## config.mk

```make
export PLATFORM = sky130hd
export DESIGN_NAME = uart_tx_ctrl
export DESIGN_NICKNAME = d
export VERILOG_FILES = /design/src/rtl/uart_tx_ctrl.sv
export SDC_FILE = /design/constraint.sdc
export NUM_CORES = 1
export LEC_CHECK = 0
export CAP_MARGIN = 40
export CORE_MARGIN = 1.5
export CORE_UTILIZATION = 55
export DETAILED_ROUTE_END_ITERATION = 10
export PLACE_DENSITY = 0.8
export SETUP_SLACK_MARGIN = 0.2
export SLEW_MARGIN = 5
export SYNTH_ARGS = -nofsm -noshare
export SYNTH_HDL_FRONTEND = slang
export SYNTH_SLANG_ARGS = --single-unit
```

## constraint.sdc

```tcl
create_clock -name clk -period 3.2 [get_ports clk]
set_input_delay 0.64 -clock clk [delete_from_list [all_inputs] [get_ports clk]]
set_output_delay 0.64 -clock clk [all_outputs]
set_load 0.01 [all_outputs]
```

## src/rtl/uart_tx_ctrl.sv

```systemverilog
// uart_tx_ctrl -- UART transmit frame sequencer.
//
// Sends one frame per accepted request: a start bit, DBIT data bits (LSB
// first), an optional parity bit, then the stop period. Timing is paced by
// s_tick, the oversampling tick from the free-running baud timer. OVS ticks
// make up each start, data or parity bit, and SB_TICK ticks make up the stop
// period. Clock cycles without s_tick hold all state.
//
// Optional feature: define UART_TX_PARITY_EN to add the parity_odd input
// and a PARITY state between DATA and STOP (0 = even, 1 = odd).
//
// Ports:
//   clk          system clock
//   reset        asynchronous, active-high reset
//   s_tick       one-clk baud oversampling tick
//   tx_start     send request, sampled only while idle
//   din          data word, latched when tx_start is accepted
//   parity_odd   parity sense, latched with din (UART_TX_PARITY_EN only)
//   tx           registered serial line, idle high
//   busy         high while a frame is in progress
//   tx_done_tick one-clk pulse when the stop period completes
module uart_tx_ctrl #(
  parameter int DBIT    = 8,
  parameter int OVS     = 16,
  parameter int SB_TICK = 16
) (
  input  logic            clk,
  input  logic            reset,
  input  logic            s_tick,
  input  logic            tx_start,
  input  logic [DBIT-1:0] din,
`ifdef UART_TX_PARITY_EN
  input  logic            parity_odd,
`endif
  output logic            tx,
  output logic            busy,
  output logic            tx_done_tick
);

  localparam int CMAX = (OVS > SB_TICK) ? OVS : SB_TICK;
  localparam int SW   = (CMAX > 1) ? $clog2(CMAX) : 1;
  localparam int NW   = (DBIT > 1) ? $clog2(DBIT) : 1;

  localparam logic [SW-1:0] OVS_LAST = SW'(OVS - 1);
  localparam logic [SW-1:0] SB_LAST  = SW'(SB_TICK - 1);
  localparam logic [NW-1:0] N_LAST   = NW'(DBIT - 1);

`ifdef UART_TX_PARITY_EN
  typedef enum logic [2:0] {IDLE, START, DATA, PARITY, STOP} state_t;
`else
  typedef enum logic [1:0] {IDLE, START, DATA, STOP} state_t;
`endif

  state_t          state_q, state_d;
  logic [SW-1:0]   s_cnt_q, s_cnt_d;
  logic [NW-1:0]   n_cnt_q, n_cnt_d;
  logic [DBIT-1:0] b_q, b_d;
  logic            tx_q, tx_d;
  logic            done_q, done_d;
`ifdef UART_TX_PARITY_EN
  logic            par_q, par_d;
`endif

  always_ff @(posedge clk or posedge reset) begin
    if (reset) begin
      state_q <= IDLE;
      s_cnt_q <= '0;
      n_cnt_q <= '0;
      b_q     <= '0;
      tx_q    <= 1'b1;
      done_q  <= 1'b0;
`ifdef UART_TX_PARITY_EN
      par_q   <= 1'b0;
`endif
    end else begin
      state_q <= state_d;
      s_cnt_q <= s_cnt_d;
      n_cnt_q <= n_cnt_d;
      b_q     <= b_d;
      tx_q    <= tx_d;
      done_q  <= done_d;
`ifdef UART_TX_PARITY_EN
      par_q   <= par_d;
`endif
    end
  end

  always_comb begin
    state_d = state_q;
    s_cnt_d = s_cnt_q;
    n_cnt_d = n_cnt_q;
    b_d     = b_q;
    done_d  = 1'b0;
    tx_d    = 1'b1;
`ifdef UART_TX_PARITY_EN
    par_d   = par_q;
`endif

    case (state_q)
      IDLE: begin
        if (tx_start) begin
          b_d     = din;
          s_cnt_d = '0;
          state_d = START;
`ifdef UART_TX_PARITY_EN
          // The parity bit is fixed at acceptance so later din changes
          // cannot affect it.
          par_d   = (^din) ^ parity_odd;
`endif
        end
      end

      START: begin
        if (s_tick) begin
          if (s_cnt_q == OVS_LAST) begin
            s_cnt_d = '0;
            n_cnt_d = '0;
            state_d = DATA;
          end else begin
            s_cnt_d = s_cnt_q + SW'(1);
          end
        end
      end

      DATA: begin
        if (s_tick) begin
          if (s_cnt_q == OVS_LAST) begin
            s_cnt_d = '0;
            b_d     = b_q >> 1;
            if (n_cnt_q == N_LAST) begin
`ifdef UART_TX_PARITY_EN
              state_d = PARITY;
`else
              state_d = STOP;
`endif
            end else begin
              n_cnt_d = n_cnt_q + NW'(1);
            end
          end else begin
            s_cnt_d = s_cnt_q + SW'(1);
          end
        end
      end

`ifdef UART_TX_PARITY_EN
      PARITY: begin
        if (s_tick) begin
          if (s_cnt_q == OVS_LAST) begin
            s_cnt_d = '0;
            state_d = STOP;
          end else begin
            s_cnt_d = s_cnt_q + SW'(1);
          end
        end
      end
`endif

      STOP: begin
        if (s_tick) begin
          if (s_cnt_q == SB_LAST) begin
            s_cnt_d = '0;
            state_d = IDLE;
            done_d  = 1'b1;
          end else begin
            s_cnt_d = s_cnt_q + SW'(1);
          end
        end
      end

      default: state_d = IDLE;
    endcase

    // The line level is derived from the next state (and the next shift
    // value), so the registered tx changes on the same edge as the state.
    case (state_d)
      START:   tx_d = 1'b0;
      DATA:    tx_d = b_d[0];
`ifdef UART_TX_PARITY_EN
      PARITY:  tx_d = par_d;
`endif
      default: tx_d = 1'b1;
    endcase
  end

  assign tx           = tx_q;
  assign busy         = (state_q != IDLE);
  assign tx_done_tick = done_q;

endmodule

```

==> results.txt, run 1 <==
Mapped Area = 985 um2
Final setup viols = 0
CP top delay family = flip-flops
CP max stage cell = dfrtp_1
Ant. Diodes = 0
HP Start = b_q[4]
initial antenna violation count = 0
postcts setup bufs = 0
DIE WIDTH = 45.3 um
total nets after synthesis = 102
register-to-register setup slack = 1.47 ns
final count of hold timing violations = 0
multiplexer share of the synthesized area = 2.03%
clock skew = 0.00859 ns
pwr dens = 631 nW/um2
PortBufs = 14
post-synthesis xor/xnor area fraction = 0.889%
Gates resized, CTS repair = 0
Rows = 15
die height = 45.3 um
CP required = 2.56 ns
DR DRC count = 0
crit-path cells = or2_2, clkdlybuf4s50_1
hold_ws = 0.490 ns
period utilization = 70.9%
Total GRT Usage = 18.5%
grt ovf = 0
worst-path maximum fanout = 11
synthesis-to-layout area growth = 14.9%
HP Class = register to register
placed instance area = 1100 um2
CP Capture Type = primary output
worst r2r src = s_cnt_q[0]
Die Area = 2050 um2
Setup TNS = 0 ns
Core Area = 1710 um2
Non-Filler Instances = 125
Worst EP arrival = 1.63 ns
YS warnings = 0
CTS H-tree depth = 1
Final Critical Period = 2.27 ns
vias after detailed routing = 702
Max Slew Vio Count = 0
outcome = finished, final reports clean
Simple-Gate Fraction of Synth Area = 13.2%
Initial Util = 57.7%
Worst-path clk slew = 0.11 ns
Buf/Inv on CP = 1
leak pwr = 0.515 nW
final core occ = 66.2%
share of cells above drive strength 1 = 13.0%
setup ws final = 0.932 ns
first-pass GRT wire length = 2.64 mm
total power = 0.713 mW
largest net degree at the start of global routing = 20
dpl ws = 1.00 ns
RSZ-0062 raised after global routing = no
Antenna Nets Post-Route = 0
drt first pass iters = 4
CTS root buffer = clkbuf_4
hold buffer count at cts = 0
largest family of logic cells by synthesized area = compound AO/OA/AOI/OAI gates
final instance area = 1130 um2
Max VDD drop = 398 uV
Crit Path Class = register to primary output
WP depth = 2
Synth Area per Inst = 11.3 um2
Num CTS Buffers = 3
DP Wirelength = 1.21 mm
register area share after synthesis = 48.4%
adder-cell share of the synthesized area = 3.81%
Rel. slew slack = 53.2%
Setup crit start = state_q[1]
Post-Route WL = 1.63 mm
TritonCTS clock tree = done
DR WL/cell = 13.1 um
Slew @ Worst Pin = 0.702 ns
Iteration-0 DRC Markers = 13
Placed Cells incl. Taps = 121
gpl congestion = 0.700
Via density = 5.62
fmax = 441 MHz
final net count = 116
clk_lat worst skew = 0.31 ns
clock tree buffer depth = 2
Register-to-Register Path Depth = 5
MaxCap Viol Count = 0
Synth Area in Compound Gates = 24.4%
Synth Instances = 87
slowest cell delay on critical path = 0.50 ns
worst hold path depth = 1
Critical Path Start Type = register
Synth Register Bits = 19
vias in the first global route = 616
CTS Sinks = 19
Cell variety after synth = 36
I/O pins = 15
## worst paths after layout
kind / to
setup reg to reg: tx
hold reg to reg: b_q[4]
setup / recovery: busy
min in group asynchronous: s_cnt_q[1]
max in group asynchronous: n_cnt_q[1]
hold / removal: b_q[4]
## report_power, final
part           switching, mW  leakage (nW)  internal [mW]
logic                 0.0773         0.260          0.112
registers             0.0741         0.238          0.326
clock network         0.0766        0.0177         0.0468
total                  0.228         0.515          0.485
## per-layer routing
layer	routed length, um	vias to the layer above	GRT usage [%]	part of all wire [%]
met5	0	-	0	0
met3	51	5	4.80	3.1
met2	775	13	27.1	47
met4	37	0	10.6	2.3
met1	769	337	24.6	47
li1	-	347	-	-
## cell usage in the layout (no fill, tap or decap), types with 2 or more instances in the layout
cell type        instances
a22o_1                   9
a22oi_1                  2
clkdlybuf4s50_1         14
o21ai_0                  4
or2_2                    2
ha_1                     3
clkbuf_4                 3
nand2_1                  6
a21o_1                   7
dfrtp_1                 18
a211oi_1                 2
o21ai_1                  2
mux2i_1                  2
inv_1                    3
a31oi_1                  2
## cell type report
| cell class | count | area (um2) |
|---|---|---|
| clock buffers | 3 | 22.5 |
| clock inverters | 1 | 5.00 |
| fillers | 137 | 577 |
| inverters | 3 | 11.3 |
| multi-input cells | 59 | 437 |
| flip-flops and latches | 19 | 477 |
| well taps | 25 | 31.3 |
| repair buffers | 15 | 148 |
## sequential cells by signal, summed over array words and instances, names as in the netlist
signal,cells
n_cnt_q,3
state_q,2
b_q,8
s_cnt_q,4
tx,1
tx_done_tick,1
## cell families after synthesis
kind of cell    Yosys count
fa+ha+maj                 3
mux                       2
xor+xnor                  1
simple gates             21
buf+inv                   9
compound gates           32
flops                    19
## synthesized netlist by cell type
cell      number  area share, %
a211oi_1       2            1.5
a21o_1         7            5.3
a21oi_2        1           0.89
a22o_1         9            8.0
a22oi_1        2            1.5
a311o_1        1            1.0
a31oi_1        2            1.3
a32o_1         1            1.0
and2_0         1           0.64
and2_1         1           0.64
and2b_2        1           0.89
and3_2         1           0.76
and4_4         1            1.1
buf_2          1           0.51
buf_4          1           0.76
buf_6          3            3.4
clkbuf_8       1            1.4
dfrtp_1       18             46
dfstp_2        1            2.7
ha_1           3            3.8
inv_1          3            1.1
mux2i_1        2            2.0
nand2_1        6            2.3
nand3_1        1           0.51
nand3b_1       1           0.76
nand4_1        1           0.64
nor2_1         1           0.38
nor2b_1        1           0.64
nor3b_1        1           0.76
nor3b_2        1            1.3
o21a_1         1           0.76
o21ai_0        4            2.0
o21ai_1        2            1.0
or2_1          1           0.64
or2_2          2            1.3
xnor2_1        1           0.89
(Power assumes the default switching activity.)
==> run 2: changes to the inputs <==
--- a/config.mk
+++ b/config.mk
@@ -7,9 +7,9 @@
 export LEC_CHECK = 0
 export CAP_MARGIN = 40
 export CORE_MARGIN = 1.5
-export CORE_UTILIZATION = 55
+export CORE_UTILIZATION = 47
 export DETAILED_ROUTE_END_ITERATION = 10
-export PLACE_DENSITY = 0.8
+export PLACE_DENSITY = 0.73
 export SETUP_SLACK_MARGIN = 0.2
 export SLEW_MARGIN = 5
 export SYNTH_ARGS = -nofsm -noshare
==> constraint.sdc (replaced) <==
create_clock -name clk -period 1.85 [get_ports clk]
set_input_delay 0.37 -clock clk [delete_from_list [all_inputs] [get_ports clk]]
set_output_delay 0.37 -clock clk [all_outputs]
set_load 0.01 [all_outputs]
==> run 2 against run 1 <==
  * Global-route usage shrank 1.3 points
  * Critical endpoint is now tx
  * Critical path depth is 3 higher
  * Die area increased by 16%
  * Via count up 5.0%
  * Sequential power is 62% higher
  * Register-to-register slack got worse by 1.2 ns
==> results.txt, run 2 (synthesis results as in run 1) <==
CTS root buffer = clkbuf_4
clock tree buffer depth = 2 (unchanged)
Ant. Diodes = 0 (unchanged)
multi-input logic area = 448 um2 (+2.6%)
drt first pass iters = 4 (unchanged)
Reg area = 477 um2 (unchanged)
hold buffer count at cts = 0 (unchanged)
period utilization = 87.3%
Worst EP arrival = 1.84 ns (+0.21 ns)
die height = 48.8 um (+7.6%)
leading cell type in the layout, fill and taps excluded = dfrtp_1
Biggest register = b_q
MaxCap Viol Count = 0 (unchanged)
Iteration-0 DRC Markers = 12 (-1)
placed instance area = 1130 um2 (+2.5%)
TritonCTS clock tree = done
Placed Cells incl. Taps = 126 (+4.1%)
Via density = 5.46 (-2.8%)
first-pass GRT wire length = 3.24 mm (+23%)
Clk pwr share = 15.7% (-1.6 points)
Initial Util = 50.2% (-7.5 points)
DR WL/cell = 14.1 um (+7.6%)
share of cells above drive strength 1 = 23.1% (+10 points)
Critical Path Start Type = register
part of the power in combinational logic = 35.3% (+8.7 points)
Max Slew Vio Count = 0 (unchanged)
Core Area = 1960 um2 (+15%)
HP Class = input pin to asynchronous set/reset pin
Psw = 0.421 mW (+85%)
outcome = finished, final reports clean
Rel. slew slack = 78.8% (+26 points)
final instance area = 1200 um2 (+5.9%)
Rows = 16 (+1)
Fill cells = 189 (+38%)
vias in the first global route = 720 (+17%)
DIE WIDTH = 48.8 um (+7.6%)
Worst-path clk slew = 0.10 ns (about the same)
pwr dens = 1110 nW/um2 (+75%)
gpl congestion = 0.767 (+9.6%)
Largest regs = b_q x8, s_cnt_q x4, n_cnt_q x3
Max VDD drop = 702 uV (+76%)
worst-path maximum fanout = 9 (-2)
Crit Path Class = register to register
DP Wirelength = 1.30 mm (+8.1%)
Flop pwr share = 49.0% (-7.1 points)
largest net degree at the start of global routing = 20 (unchanged)
CTS H-tree depth = 1 (unchanged)
max reg flops = 8 (unchanged)
Pint = 0.904 mW (+86%)
clk_lat worst skew = 0.30 ns (about the same)
fmax = 619 MHz
Final Critical Period = 1.61 ns
Slew @ Worst Pin = 0.317 ns (-0.385 ns)
CP required = 2.08 ns (-0.48 ns)
Die Area = 2380 um2 (+16%)
final net count = 124 (+6.9%)
Total GRT Usage = 17.1% (-1.3 points)
PortBufs = 14 (unchanged)
final core occ = 61.0% (-5.2 points)
grt ovf = 0 (unchanged)
Non-Filler Instances = 135 (+8.0%)
commonest cells after routing, fill and taps aside = dfrtp_1, clkdlybuf4s50_1, a22o_1, buf_4, a21o_1
synthesis-to-layout area growth = 21.6%
Setup TNS = 0 ns (unchanged)
DR DRC count = 0 (unchanged)
RSZ-0062 raised after global routing = no
final count of hold timing violations = 0 (unchanged)
Sw Ratio = 31.8% (-0.16 points)
I/O pins = 15 (unchanged)
initial antenna violation count = 0 (unchanged)
clock skew = 0.00457 ns (-0.00402 ns)
leak pwr = 0.557 nW (+8.2%)
Antenna Nets Post-Route = 0 (unchanged)
total power = 1.32 mW (+86%)
CTS Sinks = 19 (unchanged)
Num CTS Buffers = 3 (unchanged)
register-to-register setup slack = 0.24 ns (-1.23 ns)
CP Capture Type = register
vias after detailed routing = 737 (+5.0%)
Post-Route WL = 1.90 mm (+16%)
Final setup viols = 0 (unchanged)
## run 2: final timing paths
check,startpoint,to,cells past startpoint
worst max-delay path,s_cnt_q[0],tx,5
max in group asynchronous,reset,tx,3
worst min-delay path,reset,b_q[1],3
min in group clk,b_q[3],b_q[3],1
worst max register to register,s_cnt_q[0],tx,5
worst min register to register,b_q[3],b_q[3],1
## run 2: layout make-up
class,instances,share of cell area (%)
Clock buffer,4,2.19
Inverter,3,0.940
Multi-Input combinational cell,59,37.4
Sequential cell,19,39.8
Tap cell,27,2.82
Timing Repair Buffer,23,16.8
## run 2: power groups by stage
stage	clock network, mW	registers [mW]	logic (mW)
after floorplan	0	0.653	0.309
after global routing	0.222	0.671	0.511
after global placement	0	0.678	0.369
final	0.208	0.650	0.467
after detailed placement	0	0.683	0.383
after CTS	0.212	0.648	0.450
## run 2: critical path: stages, from the launching register on
cell      delay, ns
dfrtp_1        0.41
ha_2           0.21
and4_4         0.23
a311o_1        0.39
a211oi_2       0.21
mux2i_1        0.10
## run 2: metal layers
layer	vias up	global-route usage [%]	share of wire [%]
li1	362	-	-
met1	362	23.4	48
met4	0	4.29	0.69
met2	11	28.5	49
met5	-	0	0
met3	2	2.76	2.4
## run 2: per-stage QoR
stage,hold WS [ns],setup WS [ns]
after floorplan,0.320,0.205
after global placement,0.459,-0.0257
after detailed placement,0.465,-0.0651
after CTS,0.388,0.171
after global routing,0.424,0.202
final,0.381,0.236
## run 2: repair_timing
item / in CTS / in global routing
gates cloned: 0 / 0
gates resized for setup: 2 / 6
endpoints found under the setup margin: 10 / 9
pin swaps: 0 / 0
buffers inserted: 3 / 2
==> run 3: changes to the inputs <==
--- a/config.mk
+++ b/config.mk
@@ -7,9 +7,10 @@
 export LEC_CHECK = 0
 export CAP_MARGIN = 40
 export CORE_MARGIN = 1.5
-export CORE_UTILIZATION = 47
+export CORE_UTILIZATION = 39
 export DETAILED_ROUTE_END_ITERATION = 10
-export PLACE_DENSITY = 0.73
+export HOLD_SLACK_MARGIN = 0.06
+export PLACE_DENSITY = 0.62
 export SETUP_SLACK_MARGIN = 0.2
 export SLEW_MARGIN = 5
 export SYNTH_ARGS = -nofsm -noshare
==> run 3 against run 2 <==
  * Combinational power is 5.1% higher
  * Sequential power is 1% higher
  * Total power is 2.7% higher
  * Count of clock-buffer cells in the layout is 1 lower
  * Worst hold slack worse by 0.0080 ns
  * Non-clock buffer count is 2 higher
  * Flip-flop and latch count stayed put
  * Largest power group unchanged
==> results.txt, run 3 (synthesis results as in run 1) <==
grt ovf = 0 (unchanged)
Largest regs = b_q x8, s_cnt_q x4, n_cnt_q x3
TritonCTS clock tree = done
CTS H-tree depth = 1 (unchanged)
Slew @ Worst Pin = 0.470 ns (+0.154 ns)
gpl congestion = 0.738 (-3.8%)
Total GRT Usage = 16.1% (-1.0 points)
DIE WIDTH = 53.2 um (+9.2%)
clk_lat worst skew = 0.31 ns (about the same)
Antenna Nets Post-Route = 0 (unchanged)
Max VDD drop = 705 uV (+0.55%)
Crit Path Class = register to register
commonest cells after routing, fill and taps aside = dfrtp_1, clkdlybuf4s50_1, buf_4
Die Area = 2840 um2 (+19%)
Core Area = 2430 um2 (+24%)
Final Critical Period = 1.62 ns (+0.00390 ns)
leading cell type in the layout, fill and taps excluded = dfrtp_1
total power = 1.36 mW (+2.7%)
clock skew = 0.0155 ns (+0.0110 ns)
Max Slew Vio Count = 0 (unchanged)
MaxCap Viol Count = 0 (unchanged)
drt first pass iters = 4 (unchanged)
HP Class = input pin to asynchronous set/reset pin
RSZ-0062 raised after global routing = yes
Post-Route WL = 1.98 mm (+4.5%)
Via density = 5.44 (-0.30%)
CTS root buffer = clkbuf_4
CP max stage cell = dfrtp_1
Worst EP arrival = 1.84 ns (about the same)
setup ws final = 0.232 ns (-0.00390 ns)
Rows = 18 (+2)
die height = 53.2 um (+9.2%)
initial antenna violation count = 0 (unchanged)
CTS Sinks = 19 (unchanged)
vias in the first global route = 745 (+3.5%)
Biggest register = b_q
worst-path maximum fanout = 3 (-6)
Critical Path Start Type = register
Iteration-0 DRC Markers = 15 (+3)
outcome = finished, final reports clean
leak pwr = 0.575 nW (+3.2%)
max reg flops = 8 (unchanged)
share of cells above drive strength 1 = 27.3% (+4.1 points)
fmax = 618 MHz (-0.24%)
PortBufs = 14 (unchanged)
dpl ws = -0.0101 ns (+0.0550 ns)
DP Wirelength = 1.39 mm (+6.3%)
Buf/Inv on CP = 0 (unchanged)
Rel. slew slack = 68.6% (-10 points)
final count of hold timing violations = 0 (unchanged)
crit-path cells = ha_1, ha_2, a311o_1, a211oi_2, mux2i_1
clock tree buffer depth = 2 (unchanged)
Num CTS Buffers = 3 (unchanged)
largest net degree at the start of global routing = 20 (unchanged)
CP Capture Type = register
Ant. Diodes = 0 (unchanged)
first-pass GRT wire length = 3.24 mm (unchanged)
I/O pins = 15 (unchanged)
CP required = 2.07 ns (about the same)
Worst-path clk slew = 0.12 ns (+0.02 ns)
DR WL/cell = 14.2 um (+0.75%)
final net count = 126 (+1.6%)
Setup TNS = 0 ns (unchanged)
slowest cell delay on critical path = 0.42 ns (about the same)
hold buffer count at cts = 0 (unchanged)
vias after detailed routing = 762 (+3.4%)
Initial Util = 40.5% (-9.7 points)
CP top delay family = compound AO/OA/AOI/OAI gates
pwr dens = 1100 nW/um2 (-0.40%)
Final setup viols = 0 (unchanged)
synthesis-to-layout area growth = 25.4%
final core occ = 50.8% (-10 points)
period utilization = 87.5% (+0.21 points)
DR DRC count = 0 (unchanged)
-- run 3: cell types whose count changed in the layout (fill, tap and decap cells not counted), sizes merged --
cell,delta
clkinv,+1
buf,+2
clkbuf,-1
-- run 3: final timing paths --
kind	slack (ns)	startpoint	depth (start not counted)	end
max in group asynchronous	1.20	reset	3	tx
hold reg to reg	0.49	b_q[5]	1	b_q[5]
min in group clk	0.49	b_q[5]	1	b_q[5]
setup / recovery	0.23	n_cnt_q[0]	5	tx
hold / removal	0.37	reset	3	s_cnt_q[0]
setup reg to reg	0.23	n_cnt_q[0]	5	tx
-- run 3: cell type report --
| cell class | count | area, um2 |
|---|---|---|
| sequential | 19 | 477 |
| fill | 235 | 1200 |
| clock inverter | 1 | 5.00 |
| multi-input combinational | 59 | 465 |
| timing repair buffer | 25 | 216 |
| clock buffer | 3 | 22.5 |
| inverter | 3 | 11.3 |
| tap | 30 | 37.5 |
-- run 3: worst register-to-register path: cells and delay by family (launching register included) --
kind / cells / cell delay, ns
flip-flops: 1 / 0.42
multiplexers: 1 / 0.11
adder cells (fa/ha/maj): 2 / 0.42
AO/OA/AOI/OAI: 2 / 0.60
-- run 3: repair_timing --
item | 4_1_cts | 5_1_grt
pin swaps | 0 | 1
setup buffers | 2 | 1
hold endpoints to repair | 0 | 0
setup endpoints to repair | 8 | 12
gates resized for setup | 3 | 10
-- run 3: per-layer routing --
metal  wire (um)  share of wire (%)  vias up  GRT usage, %
met5           0                  0        -             0
met4          15               0.76        0          3.85
met3         102                5.1        2          6.21
met2         932                 47       16          25.3
met1         932                 47      373          20.7
li1            -                  -      371             -
-- run 3: through the flow --
| step | std cells | area (um2) | hold WS, ns |
|---|---|---|---|
| after floorplan | 87 | 987 | 0.320 |
| after global placement | 133 | 1160 | 0.467 |
| after detailed placement | 133 | 1160 | 0.468 |
| after CTS | 139 | 1200 | 0.384 |
| after global routing | 140 | 1230 | 0.401 |
| final | 140 | 1230 | 0.373 |
-- run 3: report_power, final --
group          internal [mW]  switching (mW)  total (mW)
clock network         0.0807           0.131       0.212
registers              0.565          0.0930       0.658
logic                  0.271           0.221       0.491
